**config.mk**
```make
export PLATFORM = sky130hd
export DESIGN_NAME = fetch_unit
export DESIGN_NICKNAME = d
export VERILOG_FILES = /design/src/rtl/fetch_unit.sv
export SDC_FILE = /design/constraint.sdc
export NUM_CORES = 1
export LEC_CHECK = 0
export ABC_AREA = 1
export CORE_ASPECT_RATIO = 0.6
export CORE_MARGIN = 1
export CORE_UTILIZATION = 25
export DETAILED_ROUTE_END_ITERATION = 7
export GPL_TIMING_DRIVEN = 0
export PLACE_DENSITY_LB_ADDON = 0.25
export SETUP_SLACK_MARGIN = 0.05
export SYNTH_ARGS = -nofsm -noshare
export SYNTH_HDL_FRONTEND = slang
export SYNTH_SLANG_ARGS = --single-unit
```
**constraint.sdc**
```tcl
create_clock -name clk -period 2.1 [get_ports clk]
set_clock_uncertainty 0.2 [all_clocks]
set_input_delay 0.42 -clock clk [delete_from_list [all_inputs] [get_ports clk]]
set_output_delay 0.42 -clock clk [all_outputs]
set_load 0.03 [all_outputs]
```
**src/rtl/fetch_unit.sv**
```systemverilog
// Instruction fetch stage: owns the PC, issues word reads over a req/ack
// handshake, and presents each returned word to the decoder. Supports
// downstream stall and branch/jump redirect, including squash of a fetch
// that is already in flight.
module fetch_unit #(
  parameter logic [31:0] RESET_PC = 32'h0000_0000
) (
  input  logic        clk,
  input  logic        reset_n,
  output logic        imem_req,
  output logic [31:0] imem_addr,
  input  logic        imem_ack,
  input  logic [31:0] imem_rdata,
  output logic        instr_valid,
  output logic [31:0] instr,
  output logic [5:0]  op,
  output logic [5:0]  funct,
  output logic [31:0] pc,
  output logic [31:0] pcplus4,
  input  logic        instr_accept,
  input  logic        stall,
  input  logic        redirect,
  input  logic [31:0] redirect_pc
);

  // StFetch: request at pc outstanding.
  // StHold:  instruction presented, waiting for the consumer.
  // StDrain: redirected while a request was outstanding; wait out its ack
  //          and throw the data away before fetching from the new pc.
  typedef enum logic [1:0] {StFetch, StHold, StDrain} state_e;

  state_e      state_q, state_d;
  logic [31:0] pc_q, pc_d;
  logic [31:0] req_addr_q, req_addr_d;
  logic [31:0] instr_q, instr_d;

  logic [31:0] pc_inc;
  logic [31:0] redirect_tgt;
  logic        ack_seen;
  logic        consume;

  assign pc_inc       = pc_q + 32'd4;
  // Low bits are masked rather than sliced so every target bit is used.
  assign redirect_tgt = redirect_pc & ~32'h0000_0003;
  // An ack only counts while a request is actually being driven.
  assign ack_seen     = imem_ack & imem_req;
  assign consume      = instr_accept & ~stall;

  // State register.
  always_ff @(posedge clk or negedge reset_n) begin
    if (!reset_n) begin
      state_q <= StFetch;
    end else begin
      state_q <= state_d;
    end
  end

  // Next-state logic.
  always_comb begin
    state_d = state_q;
    unique case (state_q)
      StFetch: begin
        if (ack_seen) begin
          // A redirect coinciding with the ack squashes the returned word.
          state_d = redirect ? StFetch : StHold;
        end else if (redirect) begin
          state_d = StDrain;
        end
      end
      StHold: begin
        if (redirect || consume) begin
          state_d = StFetch;
        end
      end
      StDrain: begin
        if (ack_seen) begin
          state_d = StFetch;
        end
      end
      default: state_d = StFetch;
    endcase
  end

  // Output decode from state.
  always_comb begin
    imem_req    = 1'b0;
    instr_valid = 1'b0;
    unique case (state_q)
      // Gated by reset_n so the request drops the instant reset asserts,
      // even though the state register already sits in StFetch.
      StFetch, StDrain: imem_req = reset_n;
      StHold:           instr_valid = 1'b1;
      default: begin
        imem_req    = 1'b0;
        instr_valid = 1'b0;
      end
    endcase
  end

  // Next values for pc, instruction register and request address.
  always_comb begin
    pc_d    = pc_q;
    instr_d = instr_q;
    unique case (state_q)
      StFetch: begin
        if (redirect) begin
          pc_d = redirect_tgt;
        end else if (ack_seen) begin
          instr_d = imem_rdata;
        end
      end
      StHold: begin
        // Redirect wins over both stall and accept.
        if (redirect) begin
          pc_d = redirect_tgt;
        end else if (consume) begin
          pc_d = pc_inc;
        end
      end
      StDrain: begin
        // Last redirect wins; the drained request keeps its old address.
        if (redirect) begin
          pc_d = redirect_tgt;
        end
      end
      default: pc_d = pc_q;
    endcase
    // The request address only moves when a fresh request begins, which keeps
    // imem_addr stable from assertion until the ack.
    req_addr_d = (state_d == StFetch) ? pc_d : req_addr_q;
  end

  // Datapath registers.
  always_ff @(posedge clk or negedge reset_n) begin
    if (!reset_n) begin
      pc_q       <= RESET_PC;
      req_addr_q <= RESET_PC;
      instr_q    <= 32'h0000_0000;
    end else begin
      pc_q       <= pc_d;
      req_addr_q <= req_addr_d;
      instr_q    <= instr_d;
    end
  end

  assign imem_addr = req_addr_q;
  assign instr     = instr_q;
  assign op        = instr_q[31:26];
  assign funct     = instr_q[5:0];
  assign pc        = pc_q;
  assign pcplus4   = pc_inc;

`ifndef SYNTHESIS
  // A waiting request keeps its address until acked.
  addr_stable_a : assert property (@(posedge clk) disable iff (!reset_n)
    (imem_req && !imem_ack) |=> (imem_req && (imem_addr == $past(imem_addr))));

  // Never request while holding a presented instruction.
  hold_no_req_a : assert property (@(posedge clk) disable iff (!reset_n)
    instr_valid |-> !imem_req);
`endif

endmodule

```
# Word-level counts from Yosys, hierarchy flattened
# Cells that the tools add are included.
# word_totals
regBits,98
latch_bits,0
mem_bits_rw,0
rom_bits,0
in_bits,70
out_inout_bits,142
word_cells,28
n_memories,0
# classes
n_addsub,1
n_mul,0
n_div,0
n_lt_le_gt_ge,0
eq_ne,2
shifts,0
n_mux,12
bitwise_logic,4
n_reduce_logical,5
# op_table
op,n
32-bit 2-to-1 mux,3
32-bit case mux with 2 select lines,1
"32-bit by 3-bit adder with 32-bit output, second input constant",1
2-bit 2-to-1 mux,4
2-bit case mux with 3 select lines,1
2-bit zero test,2
1-bit 2-to-1 mux,3
3-bit AND reduction,1
1-bit AND,2
"2-bit by 1-bit equality test with 1-bit output, second input constant",1
"2-bit equality test, second input constant",1
1-bit NOT,2
2-bit OR reduction,1
1-bit logical OR,1

# Longest topological paths before layout
# Gate-level depths: netlist of run 1.
# logic_depth
word_depth,7
ltp_mapped,15
mapped_depth_nobuf,15

# Worst setup path before layout of run 1
# No wires, ideal clock.
# synth_path
kind,register to output
from,"register pc_q[3], in the netlist pc[3]"
to,output pcplus4[12]
arrival_time_ps,1782
t_required_ps,1480
slack_ps,-302
stages_incl_launch_ff,7
path_buffers,0
path_cell_list,dfrtp_1 ha_1 inv_1 nor2_4 nand2_4 nor2_4 xor2_1
# synth_between
elab_chain_cells,1
# synth_rtl
item,line_no,rtl
from (decl),33,"logic [31:0] pc_q, pc_d;"
from (signal assigned),140,pc_q <= pc_d;
32-bit by 3-bit adder with 32-bit output,42,assign pc_inc = pc_q + 32'd4;
to (decl),19,"output logic [31:0] pcplus4,"
# No other way between the ends.

# Final worst setup path of run 1
# layout_path
from,"register pc_q[2], in the netlist pc[2]"
to,output pcplus4[16]
# Same word-level chain as after synthesis.

==> results of run 1 <==
==> metrics by stage <==
stage | setup slack (ps) | cell area [sq um] | util (%)
after global routing | -504 | 9300 | 46.2
after detailed placement | -795 | 7750 | 38.5
after CTS | -458 | 8720 | 43.3
final | -437 | 9300 | 46.2
after floorplan | -26.4 | 5290 | -
after global placement | -4050 | 7720 | 38.4
==> area by class of cell <==
cell class              count  area (sq um)
diodes                      1          2.50
flip-flops and latches     98          2490
plain buffers              31           230
clock buffers               9           225
clock inverters             7          61.3
well taps                 273           342
fillers                  1949         10800
multi-input cells         447          2900
inverters                  50           206
repair buffers            285          2850
==> cells by family (layout without fill, tap and decap cells) <==
family / after synthesis / count (layout) / share of synthesized area [%]
adder cells (fa/ha/maj): 1 / 1 / 0.242
XOR/XNOR: 18 / 18 / 3.05
AND/OR/NAND/NOR: 345 / 345 / 28.4
multiplexers: 32 / 32 / 6.96
AO/OA/AOI/OAI: 51 / 51 / 6.29
buffers and inverters: 81 / 382 / 7.64
other: 0 / 1 / 0
flip-flops: 98 / 98 / 47.4
==> repair_timing <==
action,4_1_cts,5_1_grt
gates cloned,1,0
hold endpoints to repair,69,29
pin swaps,28,45
setup endpoints to repair,183,171
setup buffers,43,28
gates resized for setup,362,120
hold buffers,6,1
==> worst register-to-register path, cell delays in order, from the launching register on <==
cell,delay [ps]
dfrtp_2,480
ha_4,200
inv_4,60
nor2_4,40
nand2_4,130
clkinv_4,100
buf_6,130
nand2_4,50
nand2_2,40
nand2_2,80
buf_6,100
nand2_2,40
nand2_2,50
nand2_1,50
nand2_1,60
nand2_2,50
nand2_1,60
nand2_1,50
==> power by group through the flow <==
stage	registers, mW	logic [mW]	clock network, mW
2_1_floorplan	3.44	1.15	0
3_3_place_gp	2.68	3.49	0
3_5_place_dp	2.69	3.49	0
4_1_cts	2.62	3.60	1.70
5_1_grt	2.68	3.93	1.79
6_report	2.62	3.70	1.65
==> worst max path at each step <==
stage / end / slack [ps]
global route: pcplus4[16] / -500
global placement: imem_req / -4050
CTS: pcplus4[16] / -460
floorplan: pcplus4[25] / -30
finish: pcplus4[16] / -440
detailed placement: imem_req / -800
==> flip-flops by register name, summed over array words and instances, names as in the netlist <==
name	count
pc	32
state_q	2
instr	32
imem_addr	32
==> synth_stat cells (2+ instances only) <==
library cell  number
clkbuf_1           3
buf_4             17
nor2_4             6
mux2_2            32
nor3_2             2
buf_2              9
nor2_1            49
xnor2_1            6
dfrtp_1           98
o21ai_1            3
o211ai_1           4
nand2_1          245
o21ai_0            3
nand3_2            2
clkinv_1           3
inv_1             43
nand2_4            2
nand2_2           12
buf_6              2
o21ai_2            4
a21oi_1           19
nor2_2             9
inv_2              3
xor2_1            12
a22oi_1           17
nand3_1           14
==> routing by layer <==
metal  global-route usage (%)  share of wire [%]  vias up
met5                        0              0.067        -
li1                         -                  -     2538
met3                     8.09                9.8       14
met4                     4.23                1.1        2
met1                     26.2                 48     2549
met2                     26.4                 41      172
==> results.toml, run 1 <==
[status]
status = "finished with violations"
violations = "hold timing, setup timing"

[critical_path]
path_cells = "ha_4, inv_4, nor2_4, nand2_4, clkinv_4, nand3_4, o21bai_1, o21ai_2, inv_2, buf_6"
crit_path_start_kind = "flip-flop"
cp.arrival_ps = 1920
critical_path_depth = 10
critPathSlowestCell = "dfrtp_2"
worstPathRequired_ps = 1480
crit_path_max_fanout = 5
r2r_setup_slack_ps = 30
cp_slowest_stage_delay_ps = 450
setup.worst_path.class = "reg2out"
r2r_start = "pc[2]"
r2r-end = "imem_addr[26]"
crit_family = "flip-flops"
r2r_cells = 17
end_kind = "output port"
path_buf_inv = 4
startpoint = "pc[2]"

[power_and_ir_drop]
power_frac_clock_pct = 20.7
swShare_pct = 41.4
power_frac_comb_pct = 46.4
ir_drop_mv = 0.563
cellPowerDensity_mw_per_mm2 = 857
power_mw = 7.97
seq_power_share_pct = 32.9
p_leak_nw = 4.72
power.switching_mw = 3.30
internal_power_mw = 4.67

[sta]
finalHoldViolations = 3
max_freq_mhz = 394
grt_setup_unrepaired = "true"
fin_crit_ps = 2540
fin_crit_sh_pct = 121
worst_pin_slew_ps = 380
slew_viol_final = 0
setup_violations = 28
holdWs_ps = -4.96
final.setup.tns_ps = -8530
timing.final.ws_setup_ps = -437
maxSlewHeadroom_pct = 74.7

[grt]
grt_max_degree = 42
grt_pass1_vias = 5189
track_usage_pct = 18.8
grt_pass1_wl_microns = 30000
antenna_found_initial = 2
grt.overflow.total = 0

[yosys]
ys_seq_area_share_pct = 47.4
async_reset_ff_share_pct = 100
synth_cells = 626
synth_area_leaders = "dfrtp_1, nand2_1, mux2_2"
syn_area_per_cell_sq_um = 8.27
syn_area_sq_mm = 0.00517
synth_edf_count = 0
yosysWarnings = 0
synth.top_cell.area_share_pct = 47.4
ys.flop_type = "dfrtp_1"
synth_cell_types = 33
synth_seq_cells = 98
synth_nets = 697
synth_largest_area_cell = "dfrtp_1"

[floorplan]
die_height_microns = 113
start_util_pct = 25.7
die_w_microns = 188
dieArea_sq_mm = 0.0213
core_sq_mm = 0.0201
ios = 212
fp-row-count = 40

[routing]
totalWireLength_microns = 19500
drt_pre_antenna_iters = 5
wire_per_inst_microns = 16.3
dr_total_vias = 5275
drc = 0
first_iter_violations = 269
vias_per_cell = 4.39
antenna_left = 0

[worst_hold_path]
min_path_type = "in2async"

[layout]
final_common_cell = "nand2_1"
final_cell_mix = "nand2_1, clkdlybuf4s50_1, buf_4"
final_cells = 1201
nets = 993
syn_to_final_growth_pct = 79.7
drive_gt1_share_pct = 38.5

[placed_design]
dp_hpwl_microns = 14100
gp_congestion = 0.857
dp_cells = 1109
io_buffers = 209

[clocking]
cts_root_buf = "clkbuf_16"
ctsLongestPathBuffers = 2
clock_sinks = 98
cts_tree = "yes"
cts.htree.levels = 3
clk_pin_slew_ps = 80
clk_latency_ps = 370
numCtsBuffers = 9

[job]
maxCapViolCount = 0
Note: power is estimated with default switching activity, not from simulation.
==> run 2, diff against run 1 <==
- CORE_MARGIN: 1 -> 4
- CTS_CLUSTER_SIZE: default -> 25
==> run 2 against run 1 <==
Net effect:
- the flow finishes with violations (setup timing)
- clock power hardly changed
- global-route usage shrank 1.3 points
- hold slack improved by 280 ps
- critical path depth shrank 3
- first-iteration DRC count shrank 18%
- cell area decreased by 0.63%
==> results.toml, run 2 (synthesized netlist as in run 1, its figures left out) <==
[routing]
drt_pre_antenna_iters = 5
antenna_left = 0
dr_total_vias = 5310
vias_per_cell = 4.44
drc = 0
totalWireLength_microns = 20400
first_iter_violations = 221
wire_per_inst_microns = 17.1

[worst_hold_path]
min_path_type = "reg2reg"

[floorplan]
ios = 212
fp-row-count = 40
start_util_pct = 25.7
die_w_microns = 194
dieArea_sq_mm = 0.0231
core_sq_mm = 0.0202
die_height_microns = 119

[clocking]
numCtsBuffers = 9
cts_tree = "yes"
clk_pin_slew_ps = 80
cts_root_buf = "clkbuf_16"
clock_sinks = 98
cts.htree.levels = 3
clk_latency_ps = 370
ctsLongestPathBuffers = 2

[sta]
maxSlewHeadroom_pct = 42.9
fin_crit_ps = 2600
worst_pin_slew_ps = 854
slew_viol_final = 0
holdWs_ps = 277
max_freq_mhz = 384
fin_crit_sh_pct = 124
timing.final.ws_setup_ps = -504
setup_violations = 28
grt_setup_unrepaired = "true"
finalHoldViolations = 0

[power_and_ir_drop]
cellPowerDensity_mw_per_mm2 = 859
ir_drop_mv = 0.601
p_leak_nw = 4.79

[layout]
final_common_cell = "nand2_1"
nets = 990
final_cells = 1197
nFillCells = 2010
final_cell_mix = "nand2_1, buf_4, dfrtp_1"
syn_to_final_growth_pct = 78.6
drive_gt1_share_pct = 36.8
antenna_cells = 0

[critical_path]
crit_path_max_fanout = 4
end_kind = "output port"
setup.worst_path.class = "reg2out"
cp_slowest_stage_delay_ps = 470
crit_path_start_kind = "flip-flop"
cp_common_cell = "buf_4"
cp.arrival_ps = 1980
path_cells = "buf_4, nand3_4, nor2_4, nand4_1, xor2_1, inv_1, buf_4"
critPathSlowestCell = "dfrtp_2"
worstPathRequired_ps = 1480

[placed_design]
dp_hpwl_microns = 14700
dp_cells = 1109
io_buffers = 209
gp_congestion = 0.842

[job]
maxCapViolCount = 0

[grt]
grt_pass1_vias = 5429
grt_pass1_wl_microns = 31300
grt.overflow.total = 0
antenna_found_initial = 1
grt_max_degree = 37
track_usage_pct = 17.5

[status]
status = "finished with violations"
violations = "setup timing"
run 2: critical path, delay by kind of cell (launching register included):
family                 cells  cell delay, ps
flip-flops                 1             470
XOR/XNOR                   1             250
AND/OR/NAND/NOR            3             490
buffers and inverters      3             400
run 2: routing by layer:
layer / track usage, % / up-vias / share of wire [%]
li1: - / 2547 / -
met1: 25.2 / 2551 / 49
met2: 23.8 / 197 / 41
met3: 8.11 / 13 / 9.7
met4: 3.36 / 2 / 0.90
met5: 0 / - / 0.064
run 2: worst paths after layout:
path,start,endpoint,slack (ps),cells past startpoint
worst max-delay path,pc[2],pcplus4[21],-500,7
worst min-delay path,imem_addr[26],imem_addr[26],280,2
worst max register to register,pc[2],imem_addr[16],70,12
worst min register to register,imem_addr[26],imem_addr[26],280,2
max in group asynchronous,reset_n,pc[24],410,4
min in group asynchronous,reset_n,pc[2],680,3
run 2: layout make-up:
type	count	area, sq um	area share, %
tap	273	342	3.70
clock inverter	6	50.0	0.542
sequential	98	2480	26.9
inverter	50	211	2.29
buffer	31	236	2.56
clock buffer	10	239	2.59
timing repair buffer	282	2810	30.4
multi-input combinational	447	2870	31.1
run 2: repair_timing:
item,CTS,global route
setup buffers,35,30
hold buffers,6,0
setup endpoints to repair,167,100
gates cloned,2,0
resized for setup,352,119
pin swaps,27,42
hold endpoints to repair,51,0
run 2: power breakdown:
group	total, mW	leakage [nW]	switching, mW	internal [mW]
Combinational	3.68	3.48	2.18	1.50
Clock	1.65	0.141	0.802	0.851
Sequential	2.61	1.18	0.306	2.31
run 2: per-stage QoR:
stage	worst slack, ps	power (mW)	area [sq um]	TNS [ps]	util (%)
floorplan	-26.4	4.59	5290	-26.4	-
global placement	-4110	6.20	7720	-651500	38.3
detailed placement	-766	6.21	7750	-60060	38.4
CTS	-511	7.93	8640	-9260	42.9
global route	-582	8.39	9240	-11910	45.8
finish	-504	7.94	9240	-9250	45.8
==> run 3, diff against run 2 <==
- REMOVE_ABC_BUFFERS: default -> 1
- clock period: 2.1 -> 2.6 ns (I/O delays scaled with it)
==> run 3 against run 2 <==
Net effect:
- the flow still finishes with violations (setup timing)
- utilization down 2.9 points
- die area unchanged
- sequential power shrank 19%
- worst setup slack improved by 460 ps
- sequential share of layout area increased by 1.8 points
- flip-flop and latch count unchanged
- routed wire length shrank 4.5%
- register-to-register slack better by 340 ps
- hold slack lost 270 ps
- largest cell class unchanged
==> results.toml, run 3 (synthesized netlist as in run 1, its figures left out) <==
[status]
status = "finished with violations"
violations = "setup timing"

[routing]
drc = 0
antenna_left = 0
totalWireLength_microns = 19500
wire_per_inst_microns = 17.0
first_iter_violations = 219
vias_per_cell = 4.37
drt_pre_antenna_iters = 5
dr_total_vias = 5031

[floorplan]
die_height_microns = 119
dieArea_sq_mm = 0.0231
die_w_microns = 194
start_util_pct = 25.7
core_sq_mm = 0.0202
ios = 212
fp-row-count = 40

[clocking]
clock_sinks = 98
clk_pin_slew_ps = 70
cts.htree.levels = 3
ctsLongestPathBuffers = 2
cts_root_buf = "clkbuf_16"
clk_latency_ps = 360
numCtsBuffers = 9
cts_tree = "yes"

[critical_path]
crit_path_start_kind = "flip-flop"
setup.worst_path.class = "reg2out"
end_kind = "output port"
r2r_setup_slack_ps = 410
cp.arrival_ps = 1920
worstPathRequired_ps = 1880
r2r_cells = 9
crit_path_max_fanout = 5
r2r-end = "imem_addr[7]"
r2r_start = "state_q[0]"

[sta]
setup_violations = 5
slew_viol_final = 0
timing.final.ws_setup_ps = -41.9
grt_setup_unrepaired = "true"
maxSlewHeadroom_pct = 44.3
max_freq_mhz = 379
finalHoldViolations = 0
worst_pin_slew_ps = 834
fin_crit_ps = 2640
fin_crit_sh_pct = 102

[placed_design]
io_buffers = 209
pre_cts_ws_ps = -2130
gp_congestion = 0.835
dp_hpwl_microns = 13800
placed_area_sq_mm = 0.00743
dp_cells = 1078

[layout]
final_common_cell = "nand2_1"
fin_area_sq_mm = 0.00865
drive_gt1_share_pct = 28.9
antenna_cells = 0
final_cells = 1152
syn_to_final_growth_pct = 67.2
final_cell_mix = "nand2_1, clkdlybuf4s50_1, dfrtp_1"
nets = 945

[grt]
grt_max_degree = 50
grt_pass1_wl_microns = 30200
grt.overflow.total = 0
track_usage_pct = 16.8
antenna_found_initial = 1
grt_pass1_vias = 5123

[power_and_ir_drop]
ir_drop_mv = 0.386
cellPowerDensity_mw_per_mm2 = 760
p_leak_nw = 3.90

[worst_hold_path]
min_path_type = "in2async"

[job]
maxCapViolCount = 0
run 3: changes by cell type in the layout (fill, tap and decap cells not counted), sizes merged, moves of 2 or more:
cell and delta:
buf -46, bufbuf -2, bufinv +2, clkdlybuf4s50 +105, clkinv -2, clkinvlp +3, dlygate4sd2 -63, dlygate4sd3 -3
dlymetal6s2s -37, inv -3
run 3: area by class of cell:
cell class | count | area [sq um]
Clock buffer | 10 | 239
Clock inverter | 6 | 88.8
Fill cell | 2009 | 11500
Inverter | 50 | 213
Multi-Input combinational cell | 448 | 2630
Sequential cell | 98 | 2480
Tap cell | 273 | 342
Timing Repair Buffer | 267 | 2660
run 3: power breakdown:
| part | internal (mW) | switching (mW) |
|---|---|---|
| Sequential | 1.86 | 0.257 |
| Combinational | 1.27 | 1.69 |
| Clock | 0.872 | 0.635 |
run 3: layer usage:
| metal | part of all wire (%) | wire, microns | global-route usage (%) |
|---|---|---|---|
| met1 | 51 | 10100 | 24.9 |
| met2 | 39 | 7710 | 22.9 |
| met3 | 8.2 | 1610 | 6.56 |
| met4 | 0.74 | 144 | 3.32 |
| met5 | 0.036 | 7 | 0 |
run 3: worst max path at each step:
stage                     cells past startpoint  startpoint       endpoint  slack [ps]
final                                         9       pc[2]    pcplus4[18]         -40
after global routing                         10       pc[2]    pcplus4[22]        -110
after CTS                                    10       pc[3]    pcplus4[22]        -100
after detailed placement                     10    redirect  imem_addr[29]       -2130
after global placement                       11     reset_n  imem_addr[21]       -4650
after floorplan                               9  state_q[0]  imem_addr[10]        -230
run 3: through the flow:
stage	utilization (%)	hold slack, ps	setup TNS [ps]	total power [mW]
finish	42.9	8.67	-113	6.58
CTS	41.0	2.10	-293	6.53
floorplan	-	24.4	-7210	3.56
global route	42.9	23.1	-1060	6.90
detailed placement	36.8	263	-110100	4.85
global placement	36.7	258	-613180	4.83
run 3: what timing repair did:
action	4_1_cts	5_1_grt
gates resized for setup	235	55
setup buffers	23	31
gates cloned	1	0
hold buffers	3	0
hold endpoints to repair	49	0
pin swaps	23	16
setup endpoints to repair	125	52
run 3: worst max-delay path, cell delays in order, from the launching register on:
cell and delay (ps):
dfrtp_2 430, ha_4 180, inv_4 40, nor2_4 160, nand2_4 130, buf_4 170
nor2_4 90, xnor2_2 130, inv_1 70, buf_6 140
